--- src/rtl/chan_scan_ctrl_pkg.sv ---
// Shared state encoding, default widths and width helpers for the channel
// scan scheduler and its channel table.
package chan_scan_ctrl_pkg;

    localparam int DEF_PHASE_WIDTH = 32;
    localparam int DEF_DEMOD_WIDTH = 12;
    localparam int DEF_CHAN_NUM    = 4;

    typedef enum logic [2:0] {
        ST_IDLE     = 3'd0,
        ST_TUNE     = 3'd1,
        ST_SETTLE   = 3'd2,
        ST_DWELL    = 3'd3,
        ST_LOCK     = 3'd4,
        ST_GUARD_TX = 3'd5,
        ST_TX       = 3'd6,
        ST_GUARD_RX = 3'd7
    } state_t;

    // Channel index width; a single-entry table still gets a 1-bit index.
    function automatic int idx_width(input int n);
        return (n > 1) ? $clog2(n) : 1;
    endfunction

    // Shared counter width, large enough to hold the longest interval.
    function automatic int cnt_width(input int dwell, input int hang, input int guard);
        int m;
        m = (dwell > hang) ? dwell : hang;
        m = (m > guard) ? m : guard;
        return (m > 0) ? $clog2(m + 1) : 1;
    endfunction

endpackage

--- src/rtl/chan_scan_ctrl_if.sv ---
// Control/status bundle between the host/modem side and the channel scan
// scheduler: table writes, scan/PTT requests, squelch input and tuning outputs.
interface chan_scan_ctrl_if
    import chan_scan_ctrl_pkg::*;
#(
    parameter int PHASE_WIDTH = DEF_PHASE_WIDTH,
    parameter int DEMOD_WIDTH = DEF_DEMOD_WIDTH,
    parameter int CHAN_NUM    = DEF_CHAN_NUM
);
    localparam int IDX_W = idx_width(CHAN_NUM);

    logic                   chan_we;
    logic [IDX_W-1:0]       chan_addr;
    logic [PHASE_WIDTH-1:0] chan_fre;
    logic                   scan_en;
    logic                   ptt;
    logic [DEMOD_WIDTH-1:0] squelch_thr;
    logic [DEMOD_WIDTH-1:0] demod_in;
    logic [PHASE_WIDTH-1:0] Fre_word;
    logic                   cfg_strobe;
    logic                   rx_en;
    logic                   tx_en;
    logic [IDX_W-1:0]       chan_idx;
    logic                   locked;

    modport master (
        output chan_we, chan_addr, chan_fre, scan_en, ptt, squelch_thr, demod_in,
        input  Fre_word, cfg_strobe, rx_en, tx_en, chan_idx, locked
    );

    modport slave (
        input  chan_we, chan_addr, chan_fre, scan_en, ptt, squelch_thr, demod_in,
        output Fre_word, cfg_strobe, rx_en, tx_en, chan_idx, locked
    );

endinterface

--- src/rtl/chan_scan_ctrl_chan_table.sv ---
// Channel table: CHAN_NUM frequency words, synchronous write with
// out-of-range addresses dropped, combinational read, synchronous clear.
module chan_table
    import chan_scan_ctrl_pkg::*;
#(
    parameter int PHASE_WIDTH = DEF_PHASE_WIDTH,
    parameter int CHAN_NUM    = DEF_CHAN_NUM,
    localparam int IDX_W      = idx_width(CHAN_NUM)
) (
    input  logic                   clk_i,
    input  logic                   rst_i,
    input  logic                   we_i,
    input  logic [IDX_W-1:0]       addr_i,
    input  logic [PHASE_WIDTH-1:0] data_i,
    input  logic [IDX_W-1:0]       rd_addr_i,
    output logic [PHASE_WIDTH-1:0] rd_data_o
);
    localparam logic [IDX_W:0] DEPTH = (IDX_W + 1)'(CHAN_NUM);

    logic [PHASE_WIDTH-1:0] mem_q [CHAN_NUM];
    logic                   wr_ok_s;
    logic                   rd_ok_s;

    assign wr_ok_s = ({1'b0, addr_i} < DEPTH);
    assign rd_ok_s = ({1'b0, rd_addr_i} < DEPTH);

    // Table storage with synchronous clear.
    always_ff @(posedge clk_i) begin
        if (rst_i) begin
            for (int i = 0; i < CHAN_NUM; i++) begin
                mem_q[i] <= {PHASE_WIDTH{1'b0}};
            end
        end else if (we_i && wr_ok_s) begin
            mem_q[addr_i] <= data_i;
        end
    end

    assign rd_data_o = rd_ok_s ? mem_q[rd_addr_i] : {PHASE_WIDTH{1'b0}};

endmodule

--- src/rtl/chan_scan_ctrl.sv ---
// Half-duplex channel scheduler: scans the channel table with carrier
// squelch, locks on activity and hands the shared modem to TX on PTT.
module chan_scan_ctrl
    import chan_scan_ctrl_pkg::*;
#(
    parameter int PHASE_WIDTH = DEF_PHASE_WIDTH,
    parameter int DEMOD_WIDTH = DEF_DEMOD_WIDTH,
    parameter int CHAN_NUM    = DEF_CHAN_NUM,
    parameter int DWELL_CYC   = 1000,
    parameter int GUARD_CYC   = 16,
    parameter int HANG_CYC    = 5000
) (
    input  logic            clk_in,
    input  logic            RST,
    chan_scan_ctrl_if.slave bus
);
    localparam int IDX_W = idx_width(CHAN_NUM);
    localparam int CNT_W = cnt_width(DWELL_CYC, HANG_CYC, GUARD_CYC);

    localparam logic [CNT_W-1:0] DWELL_LD = CNT_W'(DWELL_CYC);
    localparam logic [CNT_W-1:0] GUARD_LD = CNT_W'(GUARD_CYC);
    localparam logic [CNT_W-1:0] HANG_LD  = CNT_W'(HANG_CYC);
    localparam logic [CNT_W-1:0] CNT_ONE  = CNT_W'(1);
    localparam logic [CNT_W-1:0] CNT_ZERO = {CNT_W{1'b0}};
    localparam logic [IDX_W-1:0] IDX_LAST = IDX_W'(CHAN_NUM - 1);

    state_t                 state_q, state_d;
    logic [CNT_W-1:0]       cnt_q, cnt_d;
    logic [IDX_W-1:0]       chan_idx_q, chan_idx_d;
    logic                   lock_mem_q, lock_mem_d;
    logic [PHASE_WIDTH-1:0] fre_word_q;
    logic                   cfg_strobe_q;
    logic                   rx_en_q;
    logic                   tx_en_q;
    logic                   locked_q;

    logic [PHASE_WIDTH-1:0] tbl_rd_s;
    logic [DEMOD_WIDTH-1:0] demod_s;
    logic [DEMOD_WIDTH-1:0] thr_s;
    logic [IDX_W-1:0]       chan_next_s;
    logic                   ptt_s;
    logic                   scan_en_s;
    logic                   carrier_s;
    logic                   rx_state_s;
    logic                   cnt_last_s;
    logic                   load_fre_s;

    chan_table #(
        .PHASE_WIDTH (PHASE_WIDTH),
        .CHAN_NUM    (CHAN_NUM)
    ) u_chan_table (
        .clk_i     (clk_in),
        .rst_i     (RST),
        .we_i      (bus.chan_we),
        .addr_i    (bus.chan_addr),
        .data_i    (bus.chan_fre),
        .rd_addr_i (chan_idx_q),
        .rd_data_o (tbl_rd_s)
    );

    assign demod_s     = bus.demod_in;
    assign thr_s       = bus.squelch_thr;
    assign ptt_s       = bus.ptt;
    assign scan_en_s   = bus.scan_en;
    assign carrier_s   = (demod_s >= thr_s);
    assign cnt_last_s  = (cnt_q <= CNT_ONE);
    assign chan_next_s = (chan_idx_q >= IDX_LAST) ? {IDX_W{1'b0}} : (chan_idx_q + IDX_W'(1));
    assign rx_state_s  = (state_q == ST_TUNE) || (state_q == ST_SETTLE) ||
                         (state_q == ST_DWELL) || (state_q == ST_LOCK);

    // Next state, interval counter, channel advance and lock memory.
    always_comb begin
        state_d    = state_q;
        cnt_d      = cnt_q;
        chan_idx_d = chan_idx_q;
        lock_mem_d = lock_mem_q;
        load_fre_s = 1'b0;
        // PTT beats every receive-side event, so no channel advance on the same edge.
        if (rx_state_s && ptt_s) begin
            state_d    = ST_GUARD_TX;
            cnt_d      = GUARD_LD;
            lock_mem_d = (state_q == ST_LOCK);
        end else if (rx_state_s && !scan_en_s) begin
            state_d = ST_IDLE;
            cnt_d   = CNT_ZERO;
        end else begin
            case (state_q)
                ST_IDLE: begin
                    if (ptt_s) begin
                        state_d    = ST_GUARD_TX;
                        cnt_d      = GUARD_LD;
                        lock_mem_d = 1'b0;
                    end else if (scan_en_s) begin
                        state_d = ST_TUNE;
                    end else begin
                        state_d = ST_IDLE;
                    end
                end
                ST_TUNE: begin
                    load_fre_s = 1'b1;
                    state_d    = ST_SETTLE;
                    cnt_d      = GUARD_LD;
                end
                ST_SETTLE: begin
                    if (cnt_last_s) begin
                        state_d = ST_DWELL;
                        cnt_d   = DWELL_LD;
                    end else begin
                        cnt_d = cnt_q - CNT_ONE;
                    end
                end
                ST_DWELL: begin
                    if (carrier_s) begin
                        state_d = ST_LOCK;
                        cnt_d   = HANG_LD;
                    end else if (cnt_last_s) begin
                        state_d    = ST_TUNE;
                        cnt_d      = CNT_ZERO;
                        chan_idx_d = chan_next_s;
                    end else begin
                        cnt_d = cnt_q - CNT_ONE;
                    end
                end
                ST_LOCK: begin
                    if (carrier_s) begin
                        cnt_d = HANG_LD;
                    end else if (cnt_last_s) begin
                        state_d    = ST_TUNE;
                        cnt_d      = CNT_ZERO;
                        chan_idx_d = chan_next_s;
                    end else begin
                        cnt_d = cnt_q - CNT_ONE;
                    end
                end
                ST_GUARD_TX: begin
                    if (cnt_last_s) begin
                        state_d    = ST_TX;
                        cnt_d      = CNT_ZERO;
                        load_fre_s = 1'b1;
                    end else begin
                        cnt_d = cnt_q - CNT_ONE;
                    end
                end
                ST_TX: begin
                    if (!ptt_s) begin
                        state_d = ST_GUARD_RX;
                        cnt_d   = GUARD_LD;
                    end else begin
                        state_d = ST_TX;
                    end
                end
                ST_GUARD_RX: begin
                    if (!cnt_last_s) begin
                        cnt_d = cnt_q - CNT_ONE;
                    end else if (ptt_s) begin
                        state_d = ST_GUARD_TX;
                        cnt_d   = GUARD_LD;
                    end else if (scan_en_s && lock_mem_q) begin
                        state_d = ST_LOCK;
                        cnt_d   = HANG_LD;
                    end else if (scan_en_s) begin
                        state_d = ST_SETTLE;
                        cnt_d   = GUARD_LD;
                    end else begin
                        state_d    = ST_IDLE;
                        cnt_d      = CNT_ZERO;
                        lock_mem_d = 1'b0;
                    end
                end
                default: begin
                    state_d    = ST_IDLE;
                    cnt_d      = CNT_ZERO;
                    lock_mem_d = 1'b0;
                end
            endcase
        end
    end

    // State, counters and output registers; outputs track the state being entered.
    always_ff @(posedge clk_in) begin
        if (RST) begin
            state_q      <= ST_IDLE;
            cnt_q        <= CNT_ZERO;
            chan_idx_q   <= {IDX_W{1'b0}};
            lock_mem_q   <= 1'b0;
            fre_word_q   <= {PHASE_WIDTH{1'b0}};
            cfg_strobe_q <= 1'b0;
            rx_en_q      <= 1'b0;
            tx_en_q      <= 1'b0;
            locked_q     <= 1'b0;
        end else begin
            state_q      <= state_d;
            cnt_q        <= cnt_d;
            chan_idx_q   <= chan_idx_d;
            lock_mem_q   <= lock_mem_d;
            cfg_strobe_q <= load_fre_s;
            if (load_fre_s) begin
                fre_word_q <= tbl_rd_s;
            end
            rx_en_q  <= (state_d == ST_SETTLE) || (state_d == ST_DWELL) || (state_d == ST_LOCK);
            tx_en_q  <= (state_d == ST_TX);
            locked_q <= (state_d == ST_LOCK);
        end
    end

    assign bus.Fre_word   = fre_word_q;
    assign bus.cfg_strobe = cfg_strobe_q;
    assign bus.rx_en      = rx_en_q;
    assign bus.tx_en      = tx_en_q;
    assign bus.chan_idx   = chan_idx_q;
    assign bus.locked     = locked_q;

endmodule

--- src/flat_wrapper.sv ---
// flat-port wrapper written by rule: the top's interface ports become plain ports
module chan_scan_ctrl_flat import chan_scan_ctrl_pkg::*;
#(
    parameter int PHASE_WIDTH = DEF_PHASE_WIDTH,
    parameter int DEMOD_WIDTH = DEF_DEMOD_WIDTH,
    parameter int CHAN_NUM    = DEF_CHAN_NUM,
    parameter int DWELL_CYC   = 1000,
    parameter int GUARD_CYC   = 16,
    parameter int HANG_CYC    = 5000
)
  (clk_in, RST, bus_chan_we, bus_chan_addr, bus_chan_fre, bus_scan_en, bus_ptt, bus_squelch_thr, bus_demod_in, bus_Fre_word, bus_cfg_strobe, bus_rx_en, bus_tx_en, bus_chan_idx, bus_locked);
  chan_scan_ctrl_if #(.PHASE_WIDTH(PHASE_WIDTH), .DEMOD_WIDTH(DEMOD_WIDTH), .CHAN_NUM(CHAN_NUM)) bus_i ();
  input  logic clk_in;
  input  logic RST;
  input wire logic [$bits(bus_i.chan_we)-1:0] bus_chan_we;
  input wire logic [$bits(bus_i.chan_addr)-1:0] bus_chan_addr;
  input wire logic [$bits(bus_i.chan_fre)-1:0] bus_chan_fre;
  input wire logic [$bits(bus_i.scan_en)-1:0] bus_scan_en;
  input wire logic [$bits(bus_i.ptt)-1:0] bus_ptt;
  input wire logic [$bits(bus_i.squelch_thr)-1:0] bus_squelch_thr;
  input wire logic [$bits(bus_i.demod_in)-1:0] bus_demod_in;
  output wire logic [$bits(bus_i.Fre_word)-1:0] bus_Fre_word;
  output wire logic [$bits(bus_i.cfg_strobe)-1:0] bus_cfg_strobe;
  output wire logic [$bits(bus_i.rx_en)-1:0] bus_rx_en;
  output wire logic [$bits(bus_i.tx_en)-1:0] bus_tx_en;
  output wire logic [$bits(bus_i.chan_idx)-1:0] bus_chan_idx;
  output wire logic [$bits(bus_i.locked)-1:0] bus_locked;
  assign bus_i.chan_we = bus_chan_we;
  assign bus_i.chan_addr = bus_chan_addr;
  assign bus_i.chan_fre = bus_chan_fre;
  assign bus_i.scan_en = bus_scan_en;
  assign bus_i.ptt = bus_ptt;
  assign bus_i.squelch_thr = bus_squelch_thr;
  assign bus_i.demod_in = bus_demod_in;
  assign bus_Fre_word = bus_i.Fre_word;
  assign bus_cfg_strobe = bus_i.cfg_strobe;
  assign bus_rx_en = bus_i.rx_en;
  assign bus_tx_en = bus_i.tx_en;
  assign bus_chan_idx = bus_i.chan_idx;
  assign bus_locked = bus_i.locked;
  chan_scan_ctrl #(.PHASE_WIDTH(PHASE_WIDTH), .DEMOD_WIDTH(DEMOD_WIDTH), .CHAN_NUM(CHAN_NUM), .DWELL_CYC(DWELL_CYC), .GUARD_CYC(GUARD_CYC), .HANG_CYC(HANG_CYC)) u_core (.clk_in(clk_in), .RST(RST), .bus(bus_i));
endmodule
--- config.mk ---
export PLATFORM = sky130hd
export DESIGN_NAME = chan_scan_ctrl_flat
export DESIGN_NICKNAME = d
export VERILOG_FILES = /design/src/rtl/chan_scan_ctrl_pkg.sv /design/src/rtl/chan_scan_ctrl_if.sv /design/src/rtl/chan_scan_ctrl_chan_table.sv /design/src/rtl/chan_scan_ctrl.sv /design/src/flat_wrapper.sv
export SDC_FILE = /design/constraint.sdc
export NUM_CORES = 1
export LEC_CHECK = 0
export ABC_AREA = 1
export BUFFER_PORTS_ARGS = -buffer_cell sky130_fd_sc_hd__buf_4
export CAP_MARGIN = 20
export CORE_MARGIN = 2
export CORE_UTILIZATION = 53
export DETAILED_ROUTE_END_ITERATION = 10
export PLACE_DENSITY = 0.77
export REMOVE_ABC_BUFFERS = 1
export SYNTH_ARGS = -nofsm -noshare
export SYNTH_HDL_FRONTEND = slang
export SYNTH_SLANG_ARGS = --single-unit
--- constraint.sdc ---
create_clock -name clk_in -period 3.25 [get_ports clk_in]
set_input_delay 0.4875 -clock clk_in [delete_from_list [all_inputs] [get_ports clk_in]]
set_output_delay 0.4875 -clock clk_in [all_outputs]
set_load 0.1 [all_outputs]
==> run metrics <==
chip height 130 µm; R2R Path End u_core.bus.Fre_word[26]; min-delay worst type input port to register; Min Hold Slack around 0.31 ns; slew margin rel. 42.8%; WHS Endpoint u_core.lock_mem_q; area of the mapped netlist 8460 µm²; area grow syn2layout 18.2%; vias in the first global route about 6,400; Max VDD drop approximately 570 µV; YS warnings 0; worst-path maximum fanout 67; worst hold path startpoint RST; mux contribution to synthesized area 0%; CP Cell Sequence buf_4, buf_4; area of the die between 15,000 and 20,000 µm²; Slowest Stage Delay on Critical Path ~0.56 ns; IO buf count 100; crit start category register; R2R Path Start u_core.cnt_q[1]; critical path's top delay family buffers and inverters; CTS root buffer clkbuf_16; htree depth 4; Resize count post-CTS 0; Final Cycle Share 68.8%; Pre-antenna DRT Iters 5; complex-gate fraction of the synthesized area between 10% and 20%; Hold Vio Cnt, Final 0; Core Area around 16,000 µm²; TritonCTS clock tree done; grt total ovfl 0; CTS Sinks 183; R2R depth 12; post-synthesis adder-cell area fraction 2.22%; Skew-Pair Late Insertion Delay ~0.43 ns; worst path bufs/invs 2; vias per cell 5.30; Cells after DPL roughly 1,200; element type at the critical path end primary output; crit path DAT 1.75 ns; RSZ-0062 raised after global routing no; Worst path depth 2; main combinational cell family by area after synthesis simple AND/OR/NAND/NOR gates; gpl congestion between 0.8 and 0.9; Post-DP Area 9400 µm²; Power per Cell Area ~1000 nW/µm²; first-iteration detailed-routing DRC count 468; Post-Synth Simple-Gate Area roughly a fifth; post-CTS setup buffer count 0; minimum clock period after layout about 2.2 ns; initial antenna violation count 0; I/O pin total 101; Yosys reg bits between 150 and 200; post-route clock skew roughly 0.011 ns; Die X roughly 130 µm; FF-to-FF setup slack 1.06 ns; distinct cell type count after synthesis 35; total track usage 23.5%; WL final roughly 19,000 µm; fin area around 10,000 µm²; Final Core Density 63.4%; total power slightly below 10 mW; DRC violations left 0; Worst-path clk slew around 0.070 ns; Final ANT Viol Nets 0; Ant. Diodes 0; total number of vias 6,730; Initial Util 53.7%; hold-critical path depth 2; maxcap violations 0; outcome finished, final reports clean; Setup violations, final 0; XOR/XNOR Fraction of Synth Area less than 1%; layout cells sized above 1 16.2%; post-route setup slack between 1 and 1.5 ns; first-pass GRT wire length 30,800 µm; critical path type register to primary output; count of hold-fix buffers inserted at cts 0; most used cell, CP buf_4; wire per inst 15.1 µm; slew at the pin closest to its max-slew limit about 0.86 ns; register area share after synthesis about three fifths; CTS max path bufs 2; Post-Syn Instances between 900 and 1,000; Slew Limit Fails 0; Cell Rows between 40 and 50; Critical Path Slowest Stage Cell buf_4; Net count, final ~1,100; setup TNS 0 ns; Leakage Power approximately 4.2 nW; largest net degree at the start of global routing slightly below 70; CP Launch Point u_core.bus.chan_idx[0]; DPL Wire Length ~11,000 µm; pre-CTS setup slack a little under 1 ns; TritonCTS Buffers 17; worst endpoint required time approximately 2.8 ns; Non-Filler Instances around 1,300; fmax roughly 450 MHz; syn avg cell area 8.84 µm²
[cell usage in the layout (no fill, tap or decap), types with 2 or more instances in the layout]
cell type,n
clkinvlp_4,3
dfxtp_1,54
inv_1,87
nor2_2,3
xor2_1,7
o21ai_0,84
a21oi_1,18
nand3_1,15
nand4_1,2
a31oi_1,33
a211oi_1,2
buf_4,114
nor3_1,39
clkbuf_16,17
nor2_1,270
clkbuf_8,3
bufinv_16,2
edfxtp_1,128
inv_2,7
o21ai_1,28
inv_6,3
xnor2_1,2
ha_1,15
nand2_2,7
clkinv_4,4
nand2_1,93
[cell usage after synthesis (all sizes together)]
library cell | number | area (µm²)
nor2 | 274 | 1040
edfxtp | 128 | 3840
o21ai | 113 | 566
nand2 | 100 | 390
inv | 94 | 353
dfxtp | 55 | 1100
nor3 | 39 | 195
a31oi | 33 | 206
clkbuf | 29 | 109
buf | 21 | 114
a21oi | 18 | 90.1
nand3 | 16 | 85.1
ha | 15 | 188
xor2 | 7 | 61.3
a211oi | 2 | 15.0
nand4 | 2 | 12.5
xnor2 | 2 | 17.5
a21bo | 1 | 10.0
a21o | 1 | 7.51
and2 | 1 | 6.26
clkinv | 1 | 8.76
nand3b | 1 | 7.51
nor4 | 1 | 6.26
o211ai | 1 | 7.51
o22ai | 1 | 6.26
o31ai | 1 | 7.51
or2 | 1 | 6.26
[worst register-to-register path, cell delays in order, from the launching register on]
cell      delay [ns]
dfxtp_1         0.34
inv_1           0.07
ha_1            0.17
nand2_1         0.06
nor2_1          0.04
nand2_1         0.06
nand2_2         0.19
inv_2           0.18
nand2_1         0.08
nand2_2         0.11
clkinv_4        0.36
o21ai_0         0.34
a31oi_1         0.06
[per-layer routing]
layer | track usage, % | part of all wire, % | wire length (µm) | vias to the layer above
li1 | - | - | - | 3343
met3 | 4.07 | 5.3 | 1020 | 33
met4 | 9.39 | 2.2 | 414 | 0
met5 | 0 | 0 | 0 | -
met2 | 42.0 | 51 | 9740 | 219
met1 | 28.5 | 42 | 8000 | 3135
[power breakdown]
group / leakage (nW) / switching, mW / internal, mW
clock: 0.290 / 0.877 / 1.20
combinational: 2.25 / 3.45 / 1.18
sequential: 1.70 / 0.284 / 2.92
total: 4.24 / 4.61 / 5.30
[logic make-up (layout without fill, tap and decap cells)]
| family | Yosys count | count (layout) |
|---|---|---|
| flip-flops | 183 | 183 |
| XOR/XNOR | 9 | 9 |
| buffers and inverters | 145 | 241 |
| AND/OR/NAND/NOR | 435 | 435 |
| adder cells (fa/ha/maj) | 15 | 15 |
| AO/OA/AOI/OAI | 171 | 171 |
[worst max path at each step]
stage,to,slack [ns]
after floorplan,u_core.bus.Fre_word[0],-0.51
after global placement,u_core.u_chan_table.mem_q[0][19],1.02
after detailed placement,u_core.u_chan_table.mem_q[0][27],0.97
after CTS,bus_chan_idx[0],1.0
after global routing,u_core.bus.Fre_word[28],0.82
final,bus_chan_idx[0],1.01
[sequential cells by signal (all words and copies together) (netlist names)]
| register | flops |
|---|---|
| u_core.bus.rx_en | 1 |
| u_core.lock_mem_q | 1 |
| u_core.cnt_q | 13 |
| u_core.bus.locked | 1 |
| u_core.bus.cfg_strobe | 1 |
| u_core.u_chan_table.mem_q | 128 |
| u_core.bus.chan_idx | 2 |
| u_core.state_q | 3 |
| u_core.bus.tx_en | 1 |
| u_core.bus.Fre_word | 32 |
[area by class of cell]
class | count | area [µm²]
timing repair buffer | 114 | 856
fill | 1312 | 5770
sequential | 183 | 4950
inverter | 95 | 362
tap | 216 | 270
clock buffer | 20 | 467
clock inverter | 12 | 140
multi-input combinational | 630 | 2960
(Power assumes the default switching activity.)
